[src/rtl/serialmul_io_if.sv]
// Operand, serial-array and result signals of the parallel<->bit-serial multiplier adapter.
// slave is the adapter side; master is the operand source / array / result consumer side.
interface serialmul_io_if #(
    parameter int WIDTH = 8
);
    logic                 in_valid;
    logic                 in_ready;
    logic [WIDTH-1:0]     in_a;
    logic [WIDTH-1:0]     in_b;
    logic                 ser_a;
    logic                 ser_sync;
    logic [WIDTH-1:0]     par_b;
    logic                 ser_p;
    logic                 out_valid;
    logic                 out_ready;
    logic [2*WIDTH-1:0]   out_p;

    modport slave (
        input  in_valid, in_a, in_b, ser_p, out_ready,
        output in_ready, ser_a, ser_sync, par_b, out_valid, out_p
    );

    modport master (
        output in_valid, in_a, in_b, ser_p, out_ready,
        input  in_ready, ser_a, ser_sync, par_b, out_valid, out_p
    );
endinterface

[src/rtl/serialmul_io.sv]
// Streams A LSB-first to the bit-serial array with B held in parallel, collects the serial product.
// Handshake to out_valid takes 2*WIDTH+ARRAY_LAT+1 cycles; in_ready only in IDLE, result held until out_ready.
module serialmul_io #(
    parameter int WIDTH     = 8,
    parameter int ARRAY_LAT = 8
) (
    input  logic              clk,
    input  logic              reset_n,
    serialmul_io_if.slave     bus
);
    localparam int CNT_MAX = 2*WIDTH + ARRAY_LAT - 1;
    localparam int CW      = $clog2(CNT_MAX + 1);
    localparam logic [CW-1:0] CNT_LAST  = CW'(CNT_MAX);
    localparam logic [CW-1:0] CAP_FIRST = CW'(ARRAY_LAT);

    typedef enum logic [1:0] {IDLE, RUN, DONE} state_t;

    state_t               state_q, state_d;
    logic [CW-1:0]        cnt_q, cnt_d;
    logic [WIDTH-1:0]     a_q, a_d;
    logic [2*WIDTH-1:0]   p_q, p_d;
    logic                 ser_a_q, ser_a_d;
    logic                 ser_sync_q, ser_sync_d;
    logic [WIDTH-1:0]     par_b_q, par_b_d;

    always_comb begin
        state_d    = state_q;
        cnt_d      = cnt_q;
        a_d        = a_q;
        p_d        = p_q;
        ser_a_d    = 1'b0;
        ser_sync_d = 1'b0;
        par_b_d    = par_b_q;
        case (state_q)
            IDLE: begin
                if (bus.in_valid) begin
                    // Bit 0 leaves now; a_q holds the bits still to be sent.
                    ser_a_d    = bus.in_a[0];
                    ser_sync_d = 1'b1;
                    a_d        = bus.in_a >> 1;
                    par_b_d    = bus.in_b;
                    cnt_d      = '0;
                    p_d        = '0;
                    state_d    = RUN;
                end
            end
            RUN: begin
                if (cnt_q >= CAP_FIRST) begin
                    p_d = {bus.ser_p, p_q[2*WIDTH-1:1]};
                end
                if (cnt_q == CNT_LAST) begin
                    state_d = DONE;
                end else begin
                    // Zeros shift in behind A, giving the zero-extended upper half.
                    cnt_d   = cnt_q + CW'(1);
                    ser_a_d = a_q[0];
                    a_d     = a_q >> 1;
                end
            end
            DONE: begin
                if (bus.out_ready) begin
                    par_b_d = '0;
                    state_d = IDLE;
                end
            end
            default: begin
                state_d = IDLE;
            end
        endcase
    end

    always_ff @(posedge clk or negedge reset_n) begin
        if (!reset_n) begin
            state_q    <= IDLE;
            cnt_q      <= '0;
            a_q        <= '0;
            p_q        <= '0;
            ser_a_q    <= 1'b0;
            ser_sync_q <= 1'b0;
            par_b_q    <= '0;
        end else begin
            state_q    <= state_d;
            cnt_q      <= cnt_d;
            a_q        <= a_d;
            p_q        <= p_d;
            ser_a_q    <= ser_a_d;
            ser_sync_q <= ser_sync_d;
            par_b_q    <= par_b_d;
        end
    end

    assign bus.in_ready  = (state_q == IDLE);
    assign bus.out_valid = (state_q == DONE);
    assign bus.out_p     = p_q;
    assign bus.ser_a     = ser_a_q;
    assign bus.ser_sync  = ser_sync_q;
    assign bus.par_b     = par_b_q;
endmodule
[src/flat_wrapper.sv]
// flat-port wrapper written by rule: the top's interface ports become plain ports
module serialmul_io_flat 
#(
    parameter int WIDTH     = 8,
    parameter int ARRAY_LAT = 8
)
  (clk, reset_n, bus_in_valid, bus_in_a, bus_in_b, bus_ser_p, bus_out_ready, bus_in_ready, bus_ser_a, bus_ser_sync, bus_par_b, bus_out_valid, bus_out_p);
  serialmul_io_if #(.WIDTH(WIDTH)) bus_i ();
  input  logic clk;
  input  logic reset_n;
  input wire logic [$bits(bus_i.in_valid)-1:0] bus_in_valid;
  input wire logic [$bits(bus_i.in_a)-1:0] bus_in_a;
  input wire logic [$bits(bus_i.in_b)-1:0] bus_in_b;
  input wire logic [$bits(bus_i.ser_p)-1:0] bus_ser_p;
  input wire logic [$bits(bus_i.out_ready)-1:0] bus_out_ready;
  output wire logic [$bits(bus_i.in_ready)-1:0] bus_in_ready;
  output wire logic [$bits(bus_i.ser_a)-1:0] bus_ser_a;
  output wire logic [$bits(bus_i.ser_sync)-1:0] bus_ser_sync;
  output wire logic [$bits(bus_i.par_b)-1:0] bus_par_b;
  output wire logic [$bits(bus_i.out_valid)-1:0] bus_out_valid;
  output wire logic [$bits(bus_i.out_p)-1:0] bus_out_p;
  assign bus_i.in_valid = bus_in_valid;
  assign bus_i.in_a = bus_in_a;
  assign bus_i.in_b = bus_in_b;
  assign bus_i.ser_p = bus_ser_p;
  assign bus_i.out_ready = bus_out_ready;
  assign bus_in_ready = bus_i.in_ready;
  assign bus_ser_a = bus_i.ser_a;
  assign bus_ser_sync = bus_i.ser_sync;
  assign bus_par_b = bus_i.par_b;
  assign bus_out_valid = bus_i.out_valid;
  assign bus_out_p = bus_i.out_p;
  serialmul_io #(.WIDTH(WIDTH), .ARRAY_LAT(ARRAY_LAT)) u_core (.clk(clk), .reset_n(reset_n), .bus(bus_i));
endmodule
[config.mk]
export PLATFORM = sky130hd
export DESIGN_NAME = serialmul_io_flat
export DESIGN_NICKNAME = d
export VERILOG_FILES = /design/src/rtl/serialmul_io_if.sv /design/src/rtl/serialmul_io.sv /design/src/flat_wrapper.sv
export SDC_FILE = /design/constraint.sdc
export NUM_CORES = 1
export LEC_CHECK = 0
export CORE_UTILIZATION = 25
export CTS_BUF_LIST = sky130_fd_sc_hd__clkbuf_4
export DETAILED_ROUTE_END_ITERATION = 10
export GPL_TIMING_DRIVEN = 0
export HOLD_SLACK_MARGIN = 0.1
export PLACE_DENSITY = 0.54
export SETUP_SLACK_MARGIN = 0.05
export SLEW_MARGIN = 20
export SYNTH_ARGS = -nofsm -noshare
export SYNTH_HDL_FRONTEND = slang
export SYNTH_SLANG_ARGS = --single-unit
[constraint.sdc]
create_clock -name clk -period 2.2 [get_ports clk]
set_input_delay 0.33 -clock clk [delete_from_list [all_inputs] [get_ports clk]]
set_output_delay 0.33 -clock clk [all_outputs]
set_load 0.03 [all_outputs]
-- Yosys cells after proc, flatten, opt, wreduce, memory -nomap -nowiden
Cells that the tools add are included.
- register bits: 41
- output and inout port bits: 28
- word-level logic and storage cells: 45
- input port bits: 21
- reductions and logical operators: 7
- $add $sub $neg: 1
- order comparisons: 1
- equality and inequality tests: 8
- mux-type cells: 21
- operators with widths (operator ; number):
    2-to-1 mux 16 bit ; 2
    2-to-1 mux 8 bit ; 4
    case mux 16 bit (2 select lines) ; 1
    case mux 8 bit (2 select lines) ; 2
    AND reduction 3 bit ; 4
    2-to-1 mux 5 bit ; 2
    case mux 5 bit (2 select lines) ; 1
    2-to-1 mux 2 bit ; 3
    != test 2 bit, second input constant ; 3
    case mux 2 bit (3 select lines) ; 1
    adder 5 x 1 -> 5 bit, second input constant ; 1
    equality test 5 bit, second input constant ; 1
    >= comparator 5 x 4 -> 1 bit, second input constant ; 1
    2-to-1 mux 1 bit ; 4
    != test 2 x 1 -> 1 bit, second input constant ; 2
    nonzero test 2 bit ; 2
    equality test 2 x 1 -> 1 bit, second input constant ; 1
    equality test 2 bit, second input constant ; 1
    logical NOT 2 bit ; 1
    case mux 1 bit (2 select lines) ; 1

-- Depth between registers and ports, before layout
- depth in word-level cells: 3
- depth in mapped cells: 6
- mapped depth without buffers: 5

-- Least setup slack after synthesis
OpenSTA, ideal clock, no wires.
- path kind: register to register
- from: register u_core.cnt_q[0]
- to: register u_core.a_q[0]
- buffers on the path: 1
- setup slack: 0.529 ns
- stages on the path, launching flop included: 7
- data required time: 2.075 ns
- library setup time: 0.125 ns
- arrival time: 1.546 ns
- clock period less this slack: 1.671 ns
- cells stage by stage: dfrtp_1 > ha_1 > and2_1 > clkbuf_1 > a31o_4 > inv_4 > mux2_4
- longest elaborated chain between the ends: 3
- ends and longest elaborated chain (what ; RTL line ; source):
    start: declaration ; serialmul_io.sv:19 ; logic [CW-1:0] cnt_q, cnt_d;
    start signal: assignment ; serialmul_io.sv:83 ; cnt_q <= cnt_d;
    equality test 5 bit ; serialmul_io.sv:51 ; if (cnt_q == CNT_LAST) begin
    != test 2 bit (no source line) ; - ;
    AND reduction 3 bit (no source line) ; - ;
    end signal: assignment ; serialmul_io.sv:76 ; a_q <= '0;
    end signal: assignment ; serialmul_io.sv:84 ; a_q <= a_d;
    end: declaration ; serialmul_io.sv:20 ; logic [WIDTH-1:0] a_q, a_d;
No other way between the ends.
A chain may end at the register's enable or synchronous reset.

-- Final worst setup path
- from: register u_core.state_q[1]
- to: output bus_out_valid
- longest elaborated chain between the ends: 1
- ends and longest elaborated chain (what ; RTL line ; source):
    start: declaration ; serialmul_io.sv:18 ; state_t state_q, state_d;
    start signal: assignment ; serialmul_io.sv:82 ; state_q <= state_d;
    equality test 2 bit ; serialmul_io.sv:93 ; assign bus.out_valid = (state_q == DONE);
    end: declaration ; flat_wrapper.sv:20 ; output wire logic [$bits(bus_i.out_valid)-1:0] bus_out_valid;
No other way between the ends.

==> impl_metrics.tcl <==
set metrics [dict create \
    hold_path_class "input port to async pin" \
    layout_common_cells "47 x clkdlybuf4s50_1, 40 x dfrtp_1, 21 x inv_1, 17 x nand2_1, 17 x mux2i_1" \
    ys_warn_count 0 \
    timing.fmax_ghz 0.497 \
    viasPerCell 4.20 \
    htreeDepth 2 \
    hold_viol_final 0 \
    die_area_um2 7680 \
    max_cap_violations 0 \
    wl_mm 3.74 \
    synth_edf_count 0 \
    total_power_mw 3.48 \
    via_count 1276 \
    fin_area_um2 2500 \
    grt_overflow 0 \
    r2r_setup_slack_ns 0.39 \
    p_per_area_nw_per_um2 1390 \
    cts_sinks 40 \
    diodes 0 \
    coreArea_um2 6940 \
    wl_per_cell_um 12.3 \
    leakagePower_nw 1.18 \
    clk_pin_slew_ns 0.11 \
    drt_iter0_drc 38 \
    critPathKind "flip-flop to output port" \
    fill_cells 712 \
    grt_pass1_wl_mm 6.11 \
    track_usage_pct 10.4 \
    clockRootBuffer "clkbuf_4" \
    path_max_fanout 6 \
    yosys.cell_types.count 30 \
    slew-limit-headroom_pct 63.3 \
    drtAntennaViolNets 0 \
    grtUsageMet2_pct 16.3 \
    syn2layout_area_growth_pct 36.2 \
    worstMarginPinSlew_ns 0.550 \
    grt_pass1_vias 1270 \
    dieWidth_um 87.7 \
    post-cts-setup-buffer-count 0 \
    rsz0062_at_grt "false" \
    gp_congestion 0.647 \
    async_flop_share_pct 100 \
    grtUsageMet1_pct 14.3 \
    ys_seq_area_share_pct 54.6 \
    layout-drive-gt1-share_pct 15.4 \
    io_pins 49 \
    status "finished clean" \
    dpl.hpwl_mm 2.72 \
    clock_latency_ns 0.33 \
    die_y_um 87.7 \
    avgSynthCellArea_um2 12.0 \
    start_kind "flip-flop" \
    drv_slew 0 \
    top_usage_layer "met2" \
    finalNetCount 233 \
    netlist_instances 153 \
    rows 30 \
    dp.cells 298 \
    netlist_area_um2 1830 \
    syn_nets 176 \
    portBuffers 48 \
    setup_viol 0 \
    arrival_ns 1.68 \
    setup-tns-final_ns 0 \
    cts_max_path_buffers 2 \
    synth_flop_cell "dfrtp_1" \
    antenna_found_initial 0 \
    fin_cells 304 \
    mostFrequentLayoutCell "clkdlybuf4s50_1" \
    drc 0 \
    grt_use_met3_pct 2.83 \
    cp.required_ns 1.87 \
    place_area_um2 2450 \
    fin_crit_ns 2.01 \
    grt_max_degree 26 \
    post-route-period-util_pct 91.5 \
    tritoncts "done" \
    crit_path_end_kind "output port" \
    numCtsBuffers 5 \
    synth-seq-cells 40 \
    skew_ns 0.00948 \
    ir_drop_mv 0.477 \
    first_pass_iters 4 \
    timing.hold.ws_ns 0.453 \
    initial_core_util_pct 26.4 \
]
worst paths after layout:
kind                                   startpoint                   to  cells past startpoint
worst max-delay path            u_core.state_q[1]        bus_out_valid                      2
worst min-delay path                      reset_n  u_core.bus.par_b[7]                      2
worst max register to register    u_core.cnt_q[0]        u_core.a_q[0]                      6
worst min register to register      u_core.a_q[0]     u_core.bus.ser_a                      1
max in group asynchronous                 reset_n      u_core.cnt_q[2]                      3
min in group clk                    u_core.a_q[0]     u_core.bus.ser_a                      1
cells by family after synthesis:
group                    count (synthesis)  share of synthesized area, %
adder cells (fa/ha/maj)                  2                          1.36
multiplexers                            30                          18.5
flip-flops                              40                          54.6
AND/OR/NAND/NOR                         29                          7.44
AO/OA/AOI/OAI                           23                          10.8
buffers and inverters                   29                          7.30
critical path, cell delays in order (launching register included):
cell             delay [ns]
dfrtp_1                0.46
nor2b_1                0.21
clkdlybuf4s50_1        0.69
Yosys cell counts, types with 2 or more instances:
cell / instances / area [um^2]
nand2_1: 17 / 63.8
mux2_4: 6 / 90.1
buf_2: 3 / 15.0
nor2_1: 2 / 7.51
a22o_1: 11 / 96.3
ha_1: 2 / 25.0
o21ai_0: 2 / 10.0
a21oi_1: 3 / 15.0
mux2i_1: 17 / 170
nor2b_1: 2 / 12.5
inv_1: 21 / 78.8
a32o_1: 2 / 20.0
clkbuf_1: 2 / 7.51
dfrtp_1: 40 / 1000
nand2b_1: 2 / 12.5
mux2_2: 7 / 78.8
flip-flops by register name, indices dropped and copies added (netlist names):
signal / count
u_core.a_q: 7
u_core.state_q: 2
u_core.bus.ser_a: 1
u_core.bus.out_p: 16
u_core.bus.par_b: 8
u_core.cnt_q: 5
u_core.bus.ser_sync: 1
through the flow:
step	util, %	worst slack (ns)
floorplan	-	0.529
global placement	35.1	-0.321
detailed placement	35.3	0.239
CTS	36.0	0.140
global route	36.0	0.0810
finish	36.0	0.187
layout make-up:
class	count	area, um^2	area share [%]
buffer	7	48.8	1.95
sequential	40	1000	40.1
clock buffer	5	37.5	1.50
inverter	22	85.1	3.41
timing repair buffer	50	505	20.2
multi-input combinational	84	699	28.0
tap	96	120	4.81
where the power goes:
part           internal, mW  total [mW]  switching, mW
logic                 0.956        1.94          0.984
clock network         0.107       0.323          0.216
registers              1.01        1.21          0.201
what timing repair did:
action	4_1_cts	5_1_grt
endpoints found under the hold margin	15	0
gates resized for setup	0	0
hold buffers	1	0
metal layers:
metal	vias up	part of all wire (%)
met1	627	48
met3	2	4.4
met2	28	47
met4	0	0.43
li1	619	-
met5	-	0
(Power assumes the default switching activity.)
